**src/rtl/ex_stage.sv**
```systemverilog
// ex_stage: execute stage with EX/MEM register and a 32-cycle iterative multiply/divide unit
// Ports:
//   Clk, Rst_n       rising-edge clock, asynchronous active-low reset
//   In_Valid         instruction present this cycle
//   In_ALUOp         operation select
//   In_A, In_B       operands (shift amount is In_A[4:0])
//   In_StoreData     rt value carried to MEM for stores
//   In_MEMControl    {MemWrite, MemRead}
//   In_WBControl     {RegWrite, MemtoReg}
//   In_WriteReg      destination register
//   In_Flush         synchronous squash, overrides everything
//   Out_*            EX/MEM register contents feeding the MEM stage
//   Stall            combinational; upstream holds In_* while high
module ex_stage #(
    parameter int WIDTH     = 32,
    parameter int MD_CYCLES = 32
) (
    input  logic             Clk,
    input  logic             Rst_n,
    input  logic             In_Valid,
    input  logic [3:0]       In_ALUOp,
    input  logic [WIDTH-1:0] In_A,
    input  logic [WIDTH-1:0] In_B,
    input  logic [WIDTH-1:0] In_StoreData,
    input  logic [1:0]       In_MEMControl,
    input  logic [1:0]       In_WBControl,
    input  logic [4:0]       In_WriteReg,
    input  logic             In_Flush,
    output logic [WIDTH-1:0] Out_Address,
    output logic [WIDTH-1:0] Out_Data,
    output logic [1:0]       Out_MEMControl,
    output logic [1:0]       Out_WBControl,
    output logic [4:0]       Out_WriteReg,
    output logic             Out_Valid,
    output logic             Stall
);
    localparam int CW = $clog2(MD_CYCLES);
    localparam logic [CW-1:0] LAST = CW'(MD_CYCLES - 1);

    typedef enum logic [1:0] {IDLE, BUSY, DONE} state_t;

    state_t           state, state_nxt;
    logic [CW-1:0]    count;
    logic [3:0]       md_op;
    logic [WIDTH-1:0] md_hi, md_lo, md_b;
    logic [WIDTH-1:0] hi_nxt, lo_nxt, b_nxt;
    logic [WIDTH:0]   rem_sh;
    logic             rem_ge;
    logic [WIDTH-1:0] alu_res, md_res, res;
    logic [4:0]       shamt;
    logic             is_md, load_en;

    assign is_md  = In_ALUOp >= 4'd11 && In_ALUOp <= 4'd13;
    assign shamt  = In_A[4:0];

    always_comb begin
        alu_res = '0;
        case (In_ALUOp)
            4'd0:    alu_res = In_A + In_B;
            4'd1:    alu_res = In_A - In_B;
            4'd2:    alu_res = In_A & In_B;
            4'd3:    alu_res = In_A | In_B;
            4'd4:    alu_res = In_A ^ In_B;
            4'd5:    alu_res = ~(In_A | In_B);
            4'd6:    alu_res = {{(WIDTH-1){1'b0}}, $signed(In_A) < $signed(In_B)};
            4'd7:    alu_res = {{(WIDTH-1){1'b0}}, In_A < In_B};
            4'd8:    alu_res = In_B << shamt;
            4'd9:    alu_res = In_B >> shamt;
            4'd10:   alu_res = $signed(In_B) >>> shamt;
            default: alu_res = '0;
        endcase
    end

    // MUL: md_hi accumulates, md_lo is the multiplier consumed LSB first, md_b the shifting multiplicand.
    // DIVU/REMU: md_hi is the partial remainder, md_lo the dividend shifting out / quotient shifting in.
    // A zero divisor always "fits", giving an all-ones quotient and the dividend as remainder.
    assign rem_sh = {md_hi, md_lo[WIDTH-1]};
    assign rem_ge = rem_sh >= {1'b0, md_b};

    always_comb begin
        hi_nxt = rem_ge ? rem_sh[WIDTH-1:0] - md_b : rem_sh[WIDTH-1:0];
        lo_nxt = {md_lo[WIDTH-2:0], rem_ge};
        b_nxt  = md_b;
        if (md_op == 4'd11) begin
            hi_nxt = md_lo[0] ? md_hi + md_b : md_hi;
            lo_nxt = md_lo >> 1;
            b_nxt  = md_b << 1;
        end
    end

    assign md_res  = md_op == 4'd12 ? md_lo : md_hi;
    assign res     = state == DONE ? md_res : alu_res;
    assign load_en = state == DONE || (state == IDLE && In_Valid && !is_md);

    // Stall is forced low during reset so the held instruction cannot stall a reset pipeline.
    always_comb begin
        state_nxt = state;
        Stall     = 1'b0;
        case (state)
            IDLE: begin
                if (In_Valid && is_md) begin
                    state_nxt = BUSY;
                    Stall     = Rst_n;
                end
            end
            BUSY: begin
                Stall = 1'b1;
                if (count == LAST) state_nxt = DONE;
            end
            DONE:    state_nxt = IDLE;
            default: state_nxt = IDLE;
        endcase
        if (In_Flush) state_nxt = IDLE;
    end

    always_ff @(posedge Clk or negedge Rst_n) begin
        if (!Rst_n) state <= IDLE;
        else        state <= state_nxt;
    end

    always_ff @(posedge Clk or negedge Rst_n) begin
        if (!Rst_n) begin
            count <= '0;
            md_op <= '0;
            md_hi <= '0;
            md_lo <= '0;
            md_b  <= '0;
        end else if (In_Flush) begin
            count <= '0;
        end else if (state == IDLE && In_Valid && is_md) begin
            count <= '0;
            md_op <= In_ALUOp;
            md_hi <= '0;
            md_lo <= In_A;
            md_b  <= In_B;
        end else if (state == BUSY) begin
            count <= count + CW'(1);
            md_hi <= hi_nxt;
            md_lo <= lo_nxt;
            md_b  <= b_nxt;
        end
    end

    // Bubbles clear only valid and control; address/data/dest hold their last values.
    always_ff @(posedge Clk or negedge Rst_n) begin
        if (!Rst_n) begin
            Out_Address    <= '0;
            Out_Data       <= '0;
            Out_MEMControl <= '0;
            Out_WBControl  <= '0;
            Out_WriteReg   <= '0;
            Out_Valid      <= 1'b0;
        end else if (!In_Flush && load_en) begin
            Out_Address    <= res;
            Out_Data       <= In_StoreData;
            Out_MEMControl <= In_MEMControl;
            Out_WBControl  <= In_WBControl;
            Out_WriteReg   <= In_WriteReg;
            Out_Valid      <= 1'b1;
        end else begin
            Out_MEMControl <= '0;
            Out_WBControl  <= '0;
            Out_Valid      <= 1'b0;
        end
    end
endmodule
```
**config.mk**
```make
export PLATFORM = sky130hd
export DESIGN_NAME = ex_stage
export DESIGN_NICKNAME = d
export VERILOG_FILES = /design/src/rtl/ex_stage.sv
export SDC_FILE = /design/constraint.sdc
export NUM_CORES = 1
export LEC_CHECK = 0
export BUFFER_PORTS_ARGS = -buffer_cell sky130_fd_sc_hd__buf_2
export CELL_PAD_IN_SITES_DETAIL_PLACEMENT = 1
export CELL_PAD_IN_SITES_GLOBAL_PLACEMENT = 1
export CORE_MARGIN = 5
export CORE_UTILIZATION = 30
export CTS_CLUSTER_DIAMETER = 150
export DETAILED_ROUTE_END_ITERATION = 10
export PLACE_DENSITY = 0.66
export SYNTH_ARGS = -nofsm -noshare
export SYNTH_HDL_FRONTEND = slang
export SYNTH_SLANG_ARGS = --single-unit
```
**constraint.sdc**
```tcl
create_clock -name Clk -period 3.3 [get_ports Clk]
set_input_delay 0.33 -clock Clk [delete_from_list [all_inputs] [get_ports Clk]]
set_output_delay 0.33 -clock Clk [all_outputs]
set_load 0.01 [all_outputs]
```
==> results.cfg <==
[status]
status = finished, final reports clean

[power_and_ir_drop]
leakage_nw = 12.64
power_frac_comb = 0.650
intPower_mw = 8.707
totalPowerFinal_mw = 17.25
power_switching_mw = 8.541
ir_drop_mv = 0.4415
power_frac_seq = 0.220
p_per_area_nw_per_um2 = 642.1
pwr-share-clk = 0.131
swShare = 0.4952

[global_route]
grt_overflow = 0
grt_pass1_vias = 25298
grt_max_degree = 77
grtUsageTotal = 0.2935
antenna_found_initial = 11
grt_pass1_wl_um = 166700

[cts]
clk_latency_ps = 500
htreeDepth = 4
cts_buffers = 17
cts.sinks = 181
clk_path_buf_depth = 2
path_clk_slew_ps = 90
cts_tree = built
cts.root.buffer_cell = clkbuf_16

[synth]
synth_area_leaders = dfrtp_1, ha_1, nand2_1
synth_top_cell_by_area = dfrtp_1
synth_edf_count = 0
yosysSeqAreaShare = 0.2175
synthDistinctLibCells = 84
syn_area_per_cell_um2 = 7.394
yosysWarnings = 0
synth_area_um2 = 20820
synth_top_area_share = 0.2175
synth_flop_cell = dfrtp_1
synthArstFlopShare = 1.000
synth_cells = 2816
synth_nets = 3101
ys_ff_latch = 181

[timing]
finClkSkew_ps = 18.30
setup_viol = 0
drv_slew = 0
final.min_clock_period_ps = 3282
fin_crit_sh = 0.9947
worst_pin_slew_ps = 865.4
fmaxAchievable_mhz = 304.7
slew_headroom = 0.4231
rsz0062_at_grt = yes
finalHoldViolations = 0

[route]
ant_nets = 0
via_count = 24903
wl_per_cell_um = 26.97
drt_wl_total_um = 114300
drt_iter0_markers = 2333
dr.pass1.iters = 5
post-route-drc-count = 0
via_per_inst = 5.876

[min_path]
hold_start = In_StoreData[18]
whs_endpoint = Out_Data[18]
hold_path_depth = 3
min_path_type = in -> reg

[die]
num_rows = 96
io_pins = 188
die_y_um = 273.5
coreArea_um2 = 68710
die-area_um2 = 74780
initial_core_util = 0.3031
die_w_um = 273.5

[worst_setup_path]
path_common_cell = buf_6
cp.arrival_ps = 3670
path_cells = buf_6 -> ha_4 -> inv_2 -> fa_2 -> a21o_1 -> a221oi_2 -> buf_4 -> o21ai_4 -> o21ai_2 -> buf_6 -> o41ai_4 -> a221o_1 -> a21oi_2 -> xor2_1 -> a31oi_1 -> a22o_1
reg2reg_from = md_b[0]
slowest_stage = fa_2
max_stage_delay_ps = 380
cp_max_fo = 3
crit_path_start_kind = flip-flop
required_ps = 3690
rr_worst_depth = 16
worstReg2RegEnd = md_hi[30]
r2r_slack_ps = 20
crit_path_end_kind = flip-flop
critical_path_class = reg -> reg

[run]
cap_violations = 0

[cells_and_area]
nNetsFinal = 3575
final_common_cell = nand2_1
fin_util = 0.3910
final_layout_size_suffix_gt1_frac = 0.2467
final_cell_mix = nand2_1, buf_4, a21oi_1, nor2_1, o21ai_0
area_growth_pct = 29.01

[place]
post-dp-hpwl_um = 91500
io_buffer_count = 187
gp_congestion = 1.007
-- area by class of cell --
type	count	area, um2
multi-input cells	2283	15280
inverters	154	589.3
diodes	4	10.01
well taps	931	1165
clock inverters	14	177.7
clock buffers	18	439.2
flip-flops and latches	181	4529
fillers	8506	41840
repair buffers	653	4674
-- critical path: cells and delay by family, from the launching register on --
family,cells,cell delay (ps)
flip-flops,1,370
XOR/XNOR,1,190
buffers and inverters,4,480
AO/OA/AOI/OAI,9,1630
adder cells (fa/ha/maj),2,500
-- kinds of logic (layout without fill, tap and decap cells) --
kind of cell,Yosys count,in the layout,synth area share
other,0,4,0
muxes,119,119,0.08875
DFF,181,181,0.2175
buffers and inverters,352,839,0.06502
AOI/OAI and AO/OA,959,959,0.2964
and+or+nand+nor,972,972,0.2019
adders and majority gates,172,172,0.1048
xor gates and xnor gates,61,61,0.02566
-- Yosys cell counts, drive strengths merged, types with 51 or more instances --
cell type	number
nand2	475
a21oi	278
nor2	259
o21ai	220
dfrtp	181
ha	168
clkbuf	163
inv	154
a31oi	56
mux2i	53
a21o	51
mux4	51
-- stage by stage --
| stage | std cells | setup TNS, ps | cell area (um2) | setup slack (ps) | hold slack [ps] |
|---|---|---|---|---|---|
| 6_report | 4238 | 0 | 26860 | 17.63 | 30.19 |
| 5_1_grt | 4234 | -477.4 | 26850 | -139.3 | 29.99 |
| 4_1_cts | 4228 | -23.13 | 26610 | -23.13 | 1.779 |
| 3_5_place_dp | 4171 | -5356 | 25700 | -373.9 | 417.7 |
| 3_3_place_gp | 4171 | -2854 | 25700 | -290.9 | 414.3 |
| 2_1_floorplan | 2816 | -103.8 | 21000 | -86.33 | 34.41 |
-- power by group through the flow --
stage / Sequential, mW / Combinational, mW / Clock (mW)
floorplan: 3.58 / 6.31 / 0
global placement: 3.79 / 10.1 / 0
detailed placement: 3.83 / 10.4 / 0
CTS: 3.78 / 10.7 / 2.30
global route: 3.85 / 12.2 / 2.37
finish: 3.79 / 11.2 / 2.26
-- state kept, by name, summed over array words and instances, names as in the netlist, 2 cells and up --
name / flops
Out_Address: 32
Out_Data: 32
Out_MEMControl: 2
Out_WBControl: 2
Out_WriteReg: 5
count: 5
md_b: 32
md_hi: 32
md_lo: 32
md_op: 4
state: 2
-- repair_timing --
| action | 4_1_cts | 5_1_grt |
|---|---|---|
| setup endpoints to repair | 15 | 25 |
| resized for setup | 14 | 47 |
| setup buffers | 5 | 5 |
| cloned | 0 | 1 |
| hold buffers | 20 | 0 |
| pin swaps | 7 | 28 |
| hold endpoints to repair | 90 | 0 |
-- how the worst max path moves through the flow --
stage	start	end	slack, ps	cells after the start
floorplan	In_A[0]	Out_Address[30]	-90	17
global placement	In_B[7]	Out_Address[21]	-290	13
detailed placement	In_B[7]	Out_Address[21]	-370	13
CTS	md_b[0]	md_hi[30]	-20	16
global route	md_b[0]	md_hi[30]	-140	16
finish	md_b[0]	md_hi[30]	20	16
-- layer usage --
| metal | part of all wire | wire, um | track usage | up-vias |
|---|---|---|---|---|
| met4 | 0.037 | 4186 | 0.1041 | 6 |
| met2 | 0.45 | 50880 | 0.4609 | 1048 |
| met1 | 0.45 | 51040 | 0.4051 | 12521 |
| li1 | - | - | - | 11134 |
| met5 | 0.00037 | 42 | 0 | - |
| met3 | 0.071 | 8171 | 0.05329 | 194 |
No activity file was read; power rests on OpenSTA's default activity.
